===== config.mk =====
export PLATFORM = sky130hd
export DESIGN_NAME = ddr_rx_crc5_engine
export DESIGN_NICKNAME = d
export VERILOG_FILES = /design/src/rtl/ddr_rx_crc5_engine.sv
export SDC_FILE = /design/constraint.sdc
export NUM_CORES = 1
export LEC_CHECK = 0
export BUFFER_PORTS_ARGS = -buffer_cell sky130_fd_sc_hd__buf_2
export CAP_MARGIN = 20
export CORE_MARGIN = 4
export CORE_UTILIZATION = 44
export DETAILED_ROUTE_END_ITERATION = 7
export PLACE_DENSITY = 0.67
export SYNTH_ARGS = -nofsm -noshare
export SYNTH_HDL_FRONTEND = slang
export SYNTH_SLANG_ARGS = --single-unit

===== constraint.sdc =====
create_clock -name i_sys_clk -period 2.6 [get_ports i_sys_clk]
set_clock_uncertainty 0.1 [all_clocks]
set_input_delay 0.13 -clock i_sys_clk [delete_from_list [all_inputs] [get_ports i_sys_clk]]
set_output_delay 0.13 -clock i_sys_clk [all_outputs]
set_load 0.02 [all_outputs]

===== src/rtl/ddr_rx_crc5_engine.sv =====
// Serial CRC-5 engine for the HDR-DDR read path.
// Accumulates RX data bits on both SCL edges and shifts the CRC back MSB first.
module ddr_rx_crc5_engine #(
    parameter int unsigned CRC_W    = 5,
    parameter logic [4:0]  CRC_INIT = 5'h1F,
    parameter logic [4:0]  CRC_POLY = 5'h05,
    parameter int unsigned CNT_W    = 6
) (
    input  logic             i_sys_clk,
    input  logic             i_sys_rst,
    input  logic             i_sclgen_scl_pos_edge,
    input  logic             i_sclgen_scl_neg_edge,
    input  logic             i_sdahnd_rx_sda,
    input  logic             i_rx_crc_en,
    input  logic             i_ddrccc_crc_clear,
    input  logic             i_rx_crc_chk,
    output logic             o_crc_value,
    output logic             o_crc_valid,
    output logic [CRC_W-1:0] o_crc_word,
    output logic [CNT_W-1:0] o_crc_bit_cnt,
    output logic             o_crc_done
);

    typedef enum logic [2:0] {
        IDLE  = 3'd0,
        ACCUM = 3'd1,
        HOLD  = 3'd2,
        SHIFT = 3'd3,
        DONE  = 3'd4
    } state_t;

    state_t           state_q, state_d;
    logic [CRC_W-1:0] crc_q, crc_d;
    logic [CNT_W-1:0] cnt_q, cnt_d;
    logic [2:0]       ptr_q, ptr_d;

    logic             scl_edge;
    logic             fb;
    logic [CRC_W-1:0] crc_next;
    logic [CNT_W-1:0] cnt_next;
    logic [CRC_W-1:0] crc_sh;

    assign scl_edge = i_sclgen_scl_pos_edge | i_sclgen_scl_neg_edge;

    // One LFSR step with the current SDA bit; counter saturates at all-ones.
    assign fb       = crc_q[CRC_W-1] ^ i_sdahnd_rx_sda;
    assign crc_next = {crc_q[CRC_W-2:0], 1'b0} ^ (fb ? CRC_POLY : '0);
    assign cnt_next = (cnt_q == {CNT_W{1'b1}}) ? cnt_q : cnt_q + 1'b1;

    always_ff @(posedge i_sys_clk) begin
        if (i_sys_rst) begin
            state_q <= IDLE;
            crc_q   <= CRC_INIT;
            cnt_q   <= '0;
            ptr_q   <= '0;
        end else begin
            state_q <= state_d;
            crc_q   <= crc_d;
            cnt_q   <= cnt_d;
            ptr_q   <= ptr_d;
        end
    end

    always_comb begin
        state_d = state_q;
        crc_d   = crc_q;
        cnt_d   = cnt_q;
        ptr_d   = ptr_q;
        if (i_ddrccc_crc_clear) begin
            state_d = IDLE;
            crc_d   = CRC_INIT;
            cnt_d   = '0;
            ptr_d   = '0;
        end else begin
            unique case (state_q)
                IDLE: begin
                    if (i_rx_crc_en) begin
                        state_d = ACCUM;
                        if (scl_edge) begin
                            crc_d = crc_next;
                            cnt_d = cnt_next;
                        end
                    end else if (i_rx_crc_chk) begin
                        state_d = SHIFT;
                        ptr_d   = '0;
                    end
                end
                ACCUM: begin
                    if (!i_rx_crc_en) begin
                        state_d = HOLD;
                    end else if (scl_edge) begin
                        crc_d = crc_next;
                        cnt_d = cnt_next;
                    end
                end
                HOLD: begin
                    if (i_rx_crc_chk) begin
                        state_d = SHIFT;
                        ptr_d   = '0;
                    end else if (i_rx_crc_en) begin
                        // Next data word continues the running CRC.
                        state_d = ACCUM;
                        if (scl_edge) begin
                            crc_d = crc_next;
                            cnt_d = cnt_next;
                        end
                    end
                end
                SHIFT: begin
                    if (!i_rx_crc_chk) begin
                        state_d = HOLD;
                        ptr_d   = '0;
                    end else if (scl_edge) begin
                        if (ptr_q == 3'd4) begin
                            state_d = DONE;
                            ptr_d   = '0;
                        end else begin
                            ptr_d = ptr_q + 3'd1;
                        end
                    end
                end
                DONE: begin
                    state_d = IDLE;
                end
                default: begin
                    state_d = IDLE;
                end
            endcase
        end
    end

    assign crc_sh        = crc_q << ptr_q;
    assign o_crc_valid   = (state_q == SHIFT);
    assign o_crc_value   = o_crc_valid & crc_sh[CRC_W-1];
    assign o_crc_done    = (state_q == DONE);
    assign o_crc_word    = crc_q;
    assign o_crc_bit_cnt = cnt_q;

endmodule


* Word level (Yosys, flattened, before mapping)
Index checks and enable logic that the tools add are counted.
Widths: inputs -> output; s select.
** Storage, ports and cells
- Bits in registers :: 17
- Input bits :: 8
- Output and inout port bits :: 14
- Word-level logic and storage cells :: 57
** Operators by class
- Add/subtract/negate cells :: 2
- Equal/unequal tests :: 13
- Shifts and indexed selects :: 1
- Multiplexer cells :: 25
- Bitwise operators :: 4
- Reductions and logical operators :: 8
** Operators with widths (number)
- $mux 3 :: 14
- $mux 6 :: 4
- $mux 5 :: 3
- $pmux 3 s4 :: 1
- $pmux 6 s2 :: 1
- $pmux 5 s2 :: 1
- $pmux 3 s3 :: 1
- $add 6x1->6 const B :: 1
- $eq 3x2->1 const B :: 2
- $eq 3x3->1 const B :: 2
- $eq 6x6->1 const B :: 1
- $ne 2x2->1 const B :: 3
- $ne 3x2->1 const B :: 2
- $ne 3x3->1 const B :: 2
- $reduce_and 5->1 :: 1
- $shl 5x3->5 :: 1
- $xor 5x3->5 :: 1
- $reduce_or 2->1 :: 2
- $add 3x1->3 const B :: 1
- $eq 3x1->1 const B :: 1
- $logic_not 3->1 :: 1
- $reduce_and 3->1 :: 1
- $reduce_bool 3->1 :: 1
- $reduce_and 2->1 :: 1
- 4 further kinds :: 4

* Longest topological paths before layout
- Depth after elaboration :: 7
- Depth in mapped cells :: 6
- Gate-level depth less buffers :: 6

* Worst setup path after synthesis
OpenSTA, ideal clock, no wires.
- Kind :: register to register
- From :: register cnt_q[0] (netlist: o_crc_bit_cnt[0])
- To :: register cnt_q[4] (netlist: o_crc_bit_cnt[4])
- Setup time :: 116 ps
- Arrival time :: 1562 ps
- Required time :: 2384 ps
- Setup slack :: 821 ps
- Cell stages (with the launch flop) :: 5
- Buffers on the path :: 0
- Period minus slack after synthesis :: 1779 ps
- Cell sequence :: dfxtp_1 -> ha_1 -> nand3_1 -> or4b_2 -> o211a_1
** On the way
- Cells in the longest elaborated chain, start to end :: 6
- Elaborated cells between the ends (all ways) :: 7
- Those cells by class :: add/sub (1); eq/ne (1); mux (5)
** Ends and longest elaborated chain
- from (decl) :: RTL line 34 : logic [CNT_W-1:0] cnt_q, cnt_d;
- from (signal assigned) :: RTL line 59 : cnt_q <= cnt_d;
- $add 6x1->6 or $eq 6x6->1 (tied branches) :: RTL line 48 : assign cnt_next = (cnt_q == {CNT_W{1'b1}}) ? cnt_q : cnt_q + 1'b1;
- $mux 6 * :: RTL line 48
- $mux 6 * :: RTL line 79, 91, 103
- $mux 6 * :: RTL line 100 : end else if (i_rx_crc_en) begin
- $mux 6 :: RTL line 97 : if (i_rx_crc_chk) begin
- $pmux 6 s2 * :: RTL line 75 : unique case (state_q)
Mark *: on every way between the ends. The rest lies on a longest branch, timed or not. The select of a mux whose other input is x is not followed.
A chain may end at the register's enable or synchronous reset.

* Final worst setup path
- From :: register state_q[0]
- To :: register cnt_q[4] (netlist: o_crc_bit_cnt[4])
** On the way
- Cells in the longest elaborated chain, start to end :: 4
- Elaborated cells between the ends (all ways) :: 8
- Those cells by class :: eq/ne (3); mux (1); reduce/logical (4)
** Ends and longest elaborated chain
- from (decl) :: RTL line 32 : state_t state_q, state_d;
- from (signal assigned) :: RTL line 57 : state_q <= state_d;
- $eq 3x1->1 or $logic_not 3->1 (tied branches) :: RTL line 75
- $reduce_or 2->1 (no line)
- $reduce_bool 2->1 (no line)
- $reduce_and 2->1 (no line)
Several ways; a longest one is shown, not always the timed one.

==> qor.yml <==
run_status:
  status: "completed"
die:
  die_h_um: 55.2
  dieArea_um2: 3050
  rows: 16
  initial_utilization_pct: 48.0
  die_w_um: 55.2
  core_um2: 2040
  io_pins: 22
worst_setup_path:
  path_class: "flip-flop to flip-flop"
  crit_fanout: 11
  ff2ff_path_depth: 4
  cp_slowest_stage_delay_ns: 0.69
  slowest_stage: "or4b_2"
  crit_path_end_kind: "flip-flop"
  cp_top_family: "simple AND/OR/NAND/NOR gates"
  critPathLaunchType: "flip-flop"
  cp.buffers_inverters: 0
  r2r_end: "o_crc_bit_cnt[4]"
  crit_arrival_ns: 1.96
  rrSetupSlack_ns: 0.72
  cp_cell_sequence: "o21ai_4, nand3_2, or4b_2, o211a_1"
  cp.required_ns: 2.68
  r2r_start: "state_q[0]"
pwr:
  p_clk_share_pct: 29.7
  p_leak_nw: 0.458
  p_sw_share_pct: 25.0
  ir_worst_vdd_v: 0.000271
  p_int_mw: 0.347
  power_frac_comb_pct: 11.7
  seqPwrFrac_pct: 58.5
  p_switching_mw: 0.116
  p_per_area_nw_per_um2: 425
placed_design:
  port_buffers: 21
  hpwl_um: 1480
  globalplace.congestion: 0.767
  dp.cells: 148
drt:
  vias: 821
  final_antenna_net_count: 0
  via_per_inst: 5.40
  wl_um: 2000
  drt_iter0_drc: 18
  wire_per_inst_um: 13.2
  drc_errors: 0
  first_pass_iters: 4
synth:
  ys_seq_area_share_pct: 34.7
  syn_inst: 107
  avgSynthCellArea_um2: 9.17
  ys_types: 40
  async_reset_ff_share_pct: 0
  synthFlopType: "dfxtp_1"
  syn_area_um2: 981
  synth_edf_count: 0
  synth-warning-count: 0
  synth.ff_latch_count: 17
  ys_top_cells_by_area: "dfxtp_1, mux2i_1, nor2_1, ha_1, nand2_1"
  synth_nets: 118
  synth_area_leader_cell: "dfxtp_1"
  synth_top_cell_area_share_pct: 34.7
grt:
  grt_max_degree: 12
  first_global_vias: 831
  grt_pass1_wl_um: 3580
  grt.total_usage_pct: 14.3
  grt-ovfl-total: 0
  antenna_found_initial: 0
clock_network:
  cts_resized: 0
  cts_buffer_depth: 2
  cts_hold_buf: 0
  cts_tree: "yes"
  worstSkewPairLatency_ns: 0.28
  htree_levels: 1
  cts.reportedPaths.clkPinSlew_ns: 0.10
  cts_sinks: 17
  post-cts-setup-buffers: 0
  clockRootBuffer: "clkbuf_4"
  cts_buffers: 3
cells_and_area:
  syn2layout_area_growth_pct: 11.1
  instances_no_fill: 152
  n_antenna_cell: 0
  num-nets-final: 137
  drive_gt1_share_pct: 29.6
  nFillCells: 214
timing:
  slew_violations: 0
  rsz0062_at_grt: "false"
  fin_setup_tns_ns: 0
  fmax_ghz: 0.532
  slew-limit-headroom_pct: 65.3
  fin_crit_sh_pct: 72.3
  period_needed_ns: 1.88
  setup_viol: 0
  tightest_slew_ns: 0.519
  final-hold-violation-count: 0
min_path:
  hp-class: "input pin to flip-flop"
  hold_start: "i_sys_rst"
  whs_path_depth: 3
  hold_end: "o_crc_word[0]"
job:
  cap_viol_max_count: 0
## registers in the layout (all words and copies together), names as in the netlist
| name | flops |
|---|---|
| o_crc_word | 5 |
| o_crc_bit_cnt | 6 |
| ptr_q | 3 |
| state_q | 3 |
## cells in the mapped netlist (all sizes together), types with 2 or more instances
cell,n
a21oi,5
buf,6
dfxtp,17
ha,3
inv,5
mux2i,6
nand2,9
nand2b,2
nand3,7
nor2,11
nor3b,2
o211ai,2
o21ai,3
o22ai,2
or2,3
or4,2
xor2,2
## cell type report
class | instances | area [um^2] | share of cell area [%]
inverter | 5 | 18.8 | 1.72
multi-input combinational | 78 | 566 | 51.9
tap | 27 | 33.8 | 3.10
timing repair buffer | 21 | 105 | 9.64
clock buffer | 4 | 26.3 | 2.41
sequential | 17 | 340 | 31.2
## worst reg2reg max path: stages, from the launching register on
cell and delay [ns]:
dfxtp_1 0.42, o21ai_4 0.20, nand3_2 0.24, or4b_2 0.69, o211a_1 0.14
## cells by family after synthesis
kind of cell	share of synthesized area, %
AOI/OAI and AO/OA	15.3
xor gates and xnor gates	2.68
adders and majority gates	3.83
buffers and inverters	7.65
DFF	34.7
muxes	8.42
and+or+nand+nor	27.4
## per-stage QoR
| stage | hold slack (ns) | utilization (%) | setup WS [ns] | area, um^2 | total power [mW] |
|---|---|---|---|---|---|
| after floorplan | 0.196 | - | 0.821 | 981 | 0.321 |
| after global placement | 0.356 | 52.1 | 0.771 | 1060 | 0.331 |
| after detailed placement | 0.349 | 52.1 | 0.739 | 1060 | 0.332 |
| after CTS | 0.0463 | 53.4 | 0.720 | 1090 | 0.468 |
| after global routing | 0.0604 | 53.4 | 0.628 | 1090 | 0.491 |
| final | 0.0524 | 53.4 | 0.720 | 1090 | 0.463 |
## power by group through the flow
stage	Combinational (mW)	Clock (mW)	Sequential, mW
after floorplan	0.0467	0	0.274
after global placement	0.0544	0	0.277
after detailed placement	0.0548	0	0.277
after CTS	0.0551	0.142	0.271
after global routing	0.0603	0.159	0.272
final	0.0543	0.138	0.271
## worst max-delay path by stage
stage | start | to | slack, ns | cells past startpoint
final | state_q[0] | o_crc_bit_cnt[4] | 0.72 | 4
after CTS | state_q[0] | o_crc_bit_cnt[4] | 0.72 | 4
after detailed placement | state_q[0] | o_crc_bit_cnt[4] | 0.74 | 4
after global routing | state_q[0] | o_crc_bit_cnt[4] | 0.63 | 4
after floorplan | o_crc_bit_cnt[0] | o_crc_bit_cnt[4] | 0.82 | 4
after global placement | state_q[0] | o_crc_bit_cnt[4] | 0.77 | 4
## cells in the final DEF (no fill, tap or decap), drive strengths merged, types with 2 or more instances in the layout
cell type  synthesis  layout
nand2b             2       2
dfxtp             17      17
buf                6      21
o22ai              2       2
or4                2       2
inv                5       5
clkbuf             1       4
o211ai             2       2
xor2               2       2
nor3b              2       2
ha                 3       3
or2                3       3
nand2              9       9
a21oi              5       5
nor2              11      11
nand3              7       7
mux2i              6       6
o21ai              3       3
## per-layer routing
layer,vias up,share of wire (%),GRT usage [%]
met5,-,0,0
met4,0,0.80,5.21
met3,2,4.0,3.26
li1,424,-,-
met2,13,47,24.3
met1,382,48,17.6
Note: power is estimated with default switching activity, not from simulation.
